$ cat src/rtl/store_trace_pkg.sv
// Shared types and constants for the store trace buffer.
package store_trace_pkg;

    // One captured store: byte address plus the data written.
    typedef struct packed {
        logic [31:0] adr;
        logic [31:0] data;
    } store_entry_t;

    localparam int DROP_CNT_W = 8;
    localparam logic [DROP_CNT_W-1:0] DROP_CNT_MAX = '1;

endpackage

$ cat src/rtl/sync_fifo.sv
// Single-clock FIFO with extended pointers; the extra MSB tells full from empty.
module sync_fifo
    import store_trace_pkg::*;
#(
    parameter int  DEPTH   = 8,
    parameter type entry_t = store_entry_t
) (
    input  logic                   clk,
    input  logic                   reset,
    input  logic                   push,
    input  entry_t                 wdata,
    input  logic                   pop,
    output entry_t                 rdata,
    output logic                   full,
    output logic                   empty,
    output logic [$clog2(DEPTH):0] count
);

    localparam int AW = $clog2(DEPTH);

    entry_t        mem [DEPTH];
    logic [AW:0]   wr_ptr;
    logic [AW:0]   rd_ptr;
    logic          do_push;
    logic          do_pop;

    assign empty = (wr_ptr == rd_ptr);
    assign full  = (wr_ptr[AW] != rd_ptr[AW]) && (wr_ptr[AW-1:0] == rd_ptr[AW-1:0]);
    assign count = wr_ptr - rd_ptr;
    assign rdata = mem[rd_ptr[AW-1:0]];

    // Qualify requests: pop only with data held, push when space exists or a pop frees a slot.
    always_comb begin
        // NOTE: every signal assigned in always_comb gets a value on every path, so no latch is inferred.
        do_pop  = 1'b0;
        do_push = 1'b0;
        do_pop  = pop && !empty;
        do_push = push && (!full || do_pop);
    end

    // Pointer advance; the wrap into the MSB is what distinguishes full from empty.
    always_ff @(posedge clk) begin
        // NOTE: sequential state uses non-blocking assignments so all registers update from pre-edge values.
        if (reset) begin
            wr_ptr <= '0;
            rd_ptr <= '0;
        end else begin
            if (do_push) wr_ptr <= wr_ptr + 1'b1;
            if (do_pop)  rd_ptr <= rd_ptr + 1'b1;
        end
    end

    // Entry storage write.
    always_ff @(posedge clk) begin
        // NOTE: storage is deliberately not reset; the pointers alone define which entries are valid.
        if (do_push) mem[wr_ptr[AW-1:0]] <= wdata;
    end

endmodule

$ cat src/rtl/store_trace_buffer.sv
// Taps the processor store bus, queues stores inside an address window and
// drains them over a valid/ready port. Never back-pressures the store path.
module store_trace_buffer
    import store_trace_pkg::*;
#(
    parameter int          DEPTH       = 8,
    parameter logic [31:0] FILTER_BASE = 32'h0000_0000,
    parameter logic [31:0] FILTER_MASK = 32'h0000_0000
) (
    input  logic                   clk,
    input  logic                   reset,
    input  logic                   MemWrite,
    input  logic [31:0]            Adr,
    input  logic [31:0]            WriteData,
    output logic                   out_valid,
    input  logic                   out_ready,
    output logic [31:0]            out_adr,
    output logic [31:0]            out_data,
    output logic [$clog2(DEPTH):0] count,
    output logic                   overflow,
    output logic [DROP_CNT_W-1:0]  drop_count,
    input  logic                   clr_overflow
);

    localparam logic [31:0] BASE_MASKED = FILTER_BASE & FILTER_MASK;

    store_entry_t head;
    store_entry_t new_entry;
    logic         fifo_full;
    logic         fifo_empty;
    logic         match;
    logic         pop;
    logic         push;
    logic         drop;

    // Window match, handshake and drop decision for the current store.
    always_comb begin
        match     = MemWrite && ((Adr & FILTER_MASK) == BASE_MASKED);
        pop       = out_valid && out_ready;
        push      = match && (!fifo_full || pop);
        drop      = match && fifo_full && !pop;
        new_entry = '{adr: Adr, data: WriteData};
    end

    sync_fifo #(
        .DEPTH   (DEPTH),
        .entry_t (store_entry_t)
    ) u_fifo (
        .clk   (clk),
        .reset (reset),
        .push  (push),
        .wdata (new_entry),
        .pop   (pop),
        .rdata (head),
        .full  (fifo_full),
        .empty (fifo_empty),
        .count (count)
    );

    assign out_valid = !fifo_empty;
    assign out_adr   = head.adr;
    assign out_data  = head.data;

    // Sticky overflow flag and saturating drop counter; a clear beats a same-cycle drop.
    always_ff @(posedge clk) begin
        if (reset) begin
            overflow   <= 1'b0;
            drop_count <= '0;
        end else if (clr_overflow) begin
            overflow   <= 1'b0;
            drop_count <= '0;
        end else if (drop) begin
            overflow <= 1'b1;
            if (drop_count != DROP_CNT_MAX) drop_count <= drop_count + 1'b1;
        end
    end

endmodule

$ cat config.mk
export PLATFORM = sky130hd
export DESIGN_NAME = store_trace_buffer
export DESIGN_NICKNAME = d
export VERILOG_FILES = /design/src/rtl/store_trace_pkg.sv /design/src/rtl/sync_fifo.sv /design/src/rtl/store_trace_buffer.sv
export SDC_FILE = /design/constraint.sdc
export NUM_CORES = 1
export LEC_CHECK = 0
export BUFFER_PORTS_ARGS = -buffer_cell sky130_fd_sc_hd__buf_2
export CAP_MARGIN = 5
export CORE_ASPECT_RATIO = 0.9
export CORE_MARGIN = 5
export CORE_UTILIZATION = 29
export DETAILED_ROUTE_END_ITERATION = 6
export GPL_TIMING_DRIVEN = 0
export PLACE_DENSITY = 0.5
export SYNTH_ARGS = -nofsm -noshare
export SYNTH_HDL_FRONTEND = slang
export SYNTH_SLANG_ARGS = --single-unit
$ cat constraint.sdc
create_clock -name clk -period 9.5 [get_ports clk]
set_input_delay 0.95 -clock clk [delete_from_list [all_inputs] [get_ports clk]]
set_output_delay 0.95 -clock clk [all_outputs]
set_load 0.01 [all_outputs]
# Word level (Yosys, flattened, before mapping)
# Memories as Yosys holds them, arrays and structs flattened. A register that Yosys moved wholly into a read port is not among the register bits.
# Cells that the tools add are included.
totals:
  output_inout_bits: 78
  word_cells: 31
  register_bits: 17
  mem_count: 1
  in_bits: 69
  ramBits: 512
op_classes:
  add_sub_neg: 4
  muxes: 4
  n_eq_ne: 4
  reduce_logical: 14
mem_list:
  columns: ["name", "words", "width", "read_ports", "rd_ports_with_merged_regs", "write_ports", "line_no", "rtl"]
  rows:
  - ["u_fifo.mem", 8, 64, 1, 1, 1, "sync_fifo.sv:21", "entry_t mem [DEPTH];"]
ops:
  columns: ["cell", "n"]
  rows:
  - ["adder 4 x 1 -> 4 bit, second input constant", 2]
  - ["adder 8 x 1 -> 8 bit, second input constant", 1]
  - ["!= test 8 bit, second input constant", 1]
  - ["logical AND 1 bit", 7]
  - ["two-way mux 3 bit", 2]
  - ["== test 4 bit", 1]
  - ["subtractor 4 bit", 1]
  - ["== test 3 bit", 1]
  - ["zero test 1 bit", 3]
  - ["logical OR 1 bit", 2]
  - ["two-way mux 1 bit", 2]
  - ["AND reduction 2 bit", 1]
  - ["OR reduction 2 bit", 1]
  - ["!= test 1 bit", 1]

# Depth between registers and ports, before layout
# Gate-level depths: netlist of the first run.
logic_depth:
  ltp_word: 8
  ltp_mapped: 7
  depth_no_buf: 6

# Modules after synthesis
# Synthesis of the first run repeated with hierarchy kept, for this count alone.
unflattened:
  cells_unflattened: 871
  area_unflattened_um2: 20330.7
modules_own_cells:
  columns: ["module", "seq_area_each_um2", "cells_per_inst", "instances", "area_per_inst_um2"]
  rows:
  - ["sync_fifo", 15595.0, 813, 1, 19840.3]
  - ["store_trace_buffer", 180.2, 58, 1, 490.5]

# Worst setup path after synthesis of the first run
# No wires, ideal clock.
synth_timing:
  path_type: "input to register"
  startpoint: "in out_ready"
  endpoint: "mem u_fifo.mem[0][0] in the netlist's numbering (enable)"
  t_required_ns: 8.856
  setup_time_ns: 0.644
  path_buffers: 0
  arrival_time_ns: 7.343
  cell_stages: 3
  path_slack_ns: 1.512
  cell_sequence: "nand4b_1 > o21ai_1 > nor4_1"
synth_between:
  elab_chain_cells: 6
  elab_cells_between_ends: 8
  cone_classes: "mux (2); reduce/logical (6)"
synth_rtl:
  columns: ["element", "line_no", "rtl"]
  rows:
  - ["from (decl)", "store_trace_buffer.sv:16", "input logic out_ready,"]
  - ["logical AND 1 bit (*)", "store_trace_buffer.sv:39", "pop = out_valid && out_ready;"]
  - ["logical OR 1 bit or logical AND 1 bit (tied branches)", "store_trace_buffer.sv:40, sync_fifo.sv:37", null]
  - ["logical AND 1 bit or logical OR 1 bit (tied branches)", "store_trace_buffer.sv:40, sync_fifo.sv:38", null]
  - ["logical AND 1 bit (*)", "sync_fifo.sv:38", "do_push = push && (!full || do_pop);"]
  - ["two-way mux 1 bit (*)", "sync_fifo.sv:56", "if (do_push) mem[wr_ptr[AW-1:0]] <= wdata;"]
  - ["two-way mux 1 bit (implied by the code) (*)", "sync_fifo.sv:56", null]
  - ["to (decl)", "sync_fifo.sv:21", null]
# Mark *: on every way between the ends. The rest lies on a longest branch, timed or not.

==> reports/metrics.csv, run 1 <==
metric;value;unit
outcome;finished clean;
muxShareOfSynthArea;17.9;%
fill_cells;6373;
cts_root_buffer;clkbuf_16;
synthAdderAreaFrac;0.470;%
hp-class;flip-flop to flip-flop;
first_global_vias;10300;
post_layout_nonfiller_instances;2107;
power.leakage;7.89;nW
worst_slack;5.33;ns
synth-async-reset-ratio;0;%
cts_made_buffers;58;
fin_crit;4.17;ns
grt_max_degree;24;
initial_utilization;29.4;%
ys_top_cells_by_count;edfxtp_1, mux4_2, mux2_2;
clock_sinks;532;
r2r-start;u_fifo.wr_ptr[0];
finalCritPeriodShare;43.9;%
cts_max_path_buffers;3;
gp_congestion;0.739;
drt_iter0_drc;631;
routedWlPerCell;22.0;um
cts_tree;done;
yosysTopAreaCell;edfxtp_1;
rsz0062_at_grt;false;
row_count;91;
critPathLaunchType;flip-flop;
netlist_top_cells_area;edfxtp_1, mux4_2, mux2_2;
cts_resized;0;
synth_xor_area_share;0.470;%
relSlewSlack;24.5;%
p_per_area;223;mW/mm2
dieHeight;261;um
grt_overflow;0;
yosys.area_share.simple;1.40;%
syn2layout_area_growth;22.0;%
syn-num-nets;942;
track_usage;12.3;%
synth_seq_area_share;78.0;%
drcViolationCount;0;
dieArea;0.0751;mm2
yosysMostFrequentCell;edfxtp_1;
htree_levels;2;
ios;147;
cts.clk_slew.worst_paths;0.06;ns
finalSetupViolations;0;
arrival;3.22;ns
drv_cap;0;
cts_hold_buf;0;
worstHoldStart;overflow;
synth_top_family_by_area;multiplexers;
critPathMaxFanout;10;
clkLatencyLatePin;0.60;ns
synth-main-ff-cell;edfxtp_1;
vdd_ir_drop_max;128;uV
fmax;240;MHz
tightest_slew;1.13;ns
whs;0.488;ns
synth_compound_area_share;0.761;%
synth_top_area_share;76.0;%
slew_violations;0;
cts_setup_buffers;0;
ys_ff_latch;532;
netlist_instances;866;
path_class;flip-flop to output port;
dp_hpwl;30900;um
synth_area;0.0202;mm2
fin_skew;0.0257;ns
end_kind;output port;
worstPathRequired;8.55;ns
synth-edff-count;512;
drtAntennaViolNets;0;
place_ws;5.86;ns
vias;9533;
core_area;0.0689;mm2
num-nets-final;1207;
die_w;288;um
synth.distinct_cells;42;
drive_gt1_share;43.1;%
grt_pass1_wl;69100;um
postSynthAreaPerCell;23.4;um2
port-buffer-count;146;
dp_cells;2001;
antenna_found_initial;8;
drt_pre_antenna_iters;6;
vias_per_cell;4.52;
wl;46400;um
timing.final.hold_violations;0;
yosysWarnings;0;
-- critical path, cell delays in order, from the launching register on --
cell and delay, ns:
dfxtp_1 0.34, clkbuf_1 0.66, clkbuf_1 0.72, mux4_2 0.41, mux2_2 0.34, buf_2 0.17
-- power by group --
| group | switching, mW | internal, mW |
|---|---|---|
| Sequential | 0.0152 | 2.63 |
| Combinational | 0.398 | 0.384 |
| Clock | 0.884 | 1.19 |
| Total | 1.30 | 4.20 |
-- through the flow --
stage	area, um2	total power [mW]	setup TNS [ns]	utilization [%]
CTS	24700	5.61	0	35.8
global placement	22100	3.50	-1114.65	32.1
detailed placement	22900	3.51	0	33.3
finish	24700	5.50	0	35.8
floorplan	20200	3.21	0	-
global route	24700	5.75	0	35.8
-- placed cells by master (no fill, tap or decap), types with 4 or more instances in the layout --
cell type and instances:
nor3_2 4, inv_1 6, clkinvlp_4 6, clkinv_1 12
clkinv_2 9, nand2_1 6, buf_2 160, buf_4 12
ha_1 6, a21oi_1 5, nand3_1 4, xor2_1 4
o211ai_1 5, o21ai_0 4, clkbuf_16 59, mux2_2 64
buf_8 4, xnor2_1 5, dfxtp_1 20, nor2_1 14
edfxtp_1 512, buf_12 6, buf_6 34, clkbuf_1 35
buf_16 4, mux4_2 128
-- layout make-up --
class,count,area [um2],area share [%]
Sequential cell,532,15800,63.9
Multi-Input combinational cell,288,4300,17.4
Clock buffer,71,1520,6.17
Timing Repair Buffer,205,1480,6.01
Tap cell,930,1160,4.72
Clock inverter,32,224,0.908
Buffer,40,175,0.710
Inverter,6,22.5,0.0913
Antenna cell,3,7.51,0.0304
-- sequential cells by signal (all words and copies together), names as in the netlist, named ones only --
name and flops:
drop_count 8, u_fifo.mem 512, u_fifo.wr_ptr 4, overflow 1, u_fifo.rd_ptr 4
-- cells by family after synthesis --
| family | count (synthesis) |
|---|---|
| xor+xnor | 10 |
| flops | 532 |
| mux | 194 |
| simple gates | 53 |
| buf+inv | 46 |
| compound gates | 24 |
| fa+ha+maj | 7 |
-- path summary, 6_finish.rpt --
kind | slack [ns] | cells past startpoint | end
max | 5.33 | 5 | out_data[30]
min | 0.49 | 2 | overflow
max reg2reg | 6.32 | 9 | u_fifo.mem[0][35]
min reg2reg | 0.49 | 2 | overflow
-- metal layers --
metal	part of all wire (%)	GRT usage, %
met1	47	18.0
met2	46	18.8
met3	5.2	2.92
met4	1.8	2.96
met5	0.062	0
Power figures use the tool's default switching activity.
==> inputs of run 2 (changes only) <==
- ABC_AREA: default -> 1
- clock period: 9.5 -> 3.9 ns (I/O delays scaled with it)
==> reports/metrics.csv, run 2 <==
metric;value;unit
outcome;finished clean;
drt_iter0_drc;907;
grt_pass1_wl;84800;um
netlist_top_cells_area;edfxtp_1, mux2i_1, nand2_1;
power;13.9;mW
largest_reg_flops;512;
cts_hold_buf;0;
vias_per_cell;4.73;
relSlewSlack;36.1;%
hp-class;primary input to flip-flop;
row_count;93;
yosysTopAreaCell;edfxtp_1;
ys_top_cells_by_count;edfxtp_1, nand2_1, nor2_1;
first_global_vias;12800;
clkLatencyLatePin;0.60;ns
worstPathRequired;3.51;ns
cts.clk_slew.worst_paths;0.06;ns
slowest_stage;clkbuf_1;
fin_crit;3.30;ns
place_ws;0.702;ns
timing.final.hold_violations;0;
fin_util;35.2;%
die_w;293;um
synth-async-reset-ratio;0;%
fmax;303;MHz
globalRoute.busiestLayer;met2;
drt_pre_antenna_iters;5;
cts_made_buffers;57;
critical_path.top_delay_family;buffers and inverters;
cts_resized;0;
clock_sinks;532;
drcViolationCount;0;
ios;147;
arrival;2.91;ns
power.leakage;8.49;nW
finalSetupViolations;0;
cpPeakStageDelay;0.58;ns
tightest_slew;0.956;ns
htree_levels;2;
fin_skew;0.0176;ns
drtAntennaViolNets;0;
met2_usage;23.1;%
synth-main-ff-cell;edfxtp_1;
gr-usage-met3;3.26;%
p_per_area;554;mW/mm2
gp_congestion;0.760;
worst_slack;0.599;ns
synth_seq_area_share;75.6;%
cts_max_path_buffers;3;
initial_utilization;29.2;%
antenna_found_initial;13;
cts_root_buffer;clkbuf_16;
dp_hpwl;37000;um
drive_gt1_share;16.5;%
vdd_ir_drop_max;377;uV
crit_chain;clkbuf_1 -> clkbuf_1 -> o21ai_0 -> o22ai_1 -> nand2_1 -> nand2_1 -> buf_2;
final_common_cell;edfxtp_1;
path_buf_inv;3;
grt_max_degree;25;
dieHeight;264;um
syn-num-nets;1542;
critPathMaxFanout;10;
whs;0.0284;ns
syn2layout_area_growth;20.5;%
synth_area;0.0209;mm2
ys_ff_latch;532;
yosysMostFrequentCell;edfxtp_1;
postSynthAreaPerCell;14.2;um2
core_area;0.0714;mm2
slew_violations;0;
critPathLaunchType;flip-flop;
path_class;flip-flop to output port;
dieArea;0.0774;mm2
layout_common_cells;edfxtp_1, nand2_1, buf_2;
synth_top_area_share;73.7;%
num-nets-final;1769;
yosysWarnings;0;
grt_use_met1;20.1;%
wl;57500;um
drv_cap;0;
synth-edff-count;512;
routedWlPerCell;21.4;um
port-buffer-count;146;
cts_setup_buffers;0;
finalCritPeriodShare;84.6;%
grt_overflow;0;
netlist_instances;1466;
vias;12700;
end_kind;output port;
rsz0062_at_grt;false;
synth.distinct_cells;27;
cts_tree;done;
track_usage;14.4;%
==> run 2: kinds of logic (layout without fill, tap and decap cells) <==
group,Yosys count,count (layout),share of synthesized area (%)
fa+ha+maj,7,7,0.456
compound gates,281,281,7.55
other cells,0,5,0
simple gates,401,401,7.35
flops,532,532,75.6
mux,128,128,6.14
buf+inv,110,383,2.56
xor+xnor,7,7,0.294
==> run 2: per-stage QoR <==
step / setup TNS, ns / area [um2] / instances
final: 0 / 25100 / 2694
after global routing: 0 / 25100 / 2691
after CTS: 0 / 25100 / 2689
after detailed placement: 0 / 23300 / 2584
after global placement: -1453.61 / 22800 / 2562
after floorplan: -157.84 / 20900 / 1466
==> run 2: cell type report <==
cell class                 count  area [um2]
timing repair buffer         168        1190
clock inverter                40         334
inverter                      26        97.6
clock buffer                  65        1480
multi-input combinational    824        4610
fill                        6960       46300
tap                          950        1190
sequential                   532       15800
antenna                        5        12.5
buffer                        84         437
==> run 2: final timing paths <==
kind | start | end | slack [ns] | cells past startpoint
worst max-delay path | flip-flop | out_adr[20] | 0.60 | 7
worst min-delay path | reset | u_fifo.rd_ptr[3] | 0.03 | 2
worst max register to register | u_fifo.wr_ptr[1] | u_fifo.mem[6][38] | 0.71 | 10
worst min register to register | overflow | overflow | 0.47 | 1
==> run 2: routing by layer <==
metal	up-vias	wire (um)	share of wire, %
met5	-	69	0.12
met4	10	1280	2.2
met3	98	3640	6.3
met2	352	26700	46
met1	6338	25800	45
li1	5937	-	-
==> run 2: where the power goes <==
group | total (mW) | internal [mW] | switching (mW) | leakage (nW)
Combinational | 2.22 | 0.729 | 1.49 | 2.79
Clock | 5.26 | 3.04 | 2.22 | 0.887
Sequential | 6.45 | 6.40 | 0.0431 | 4.81
Total | 13.9 | 10.2 | 3.75 | 8.49
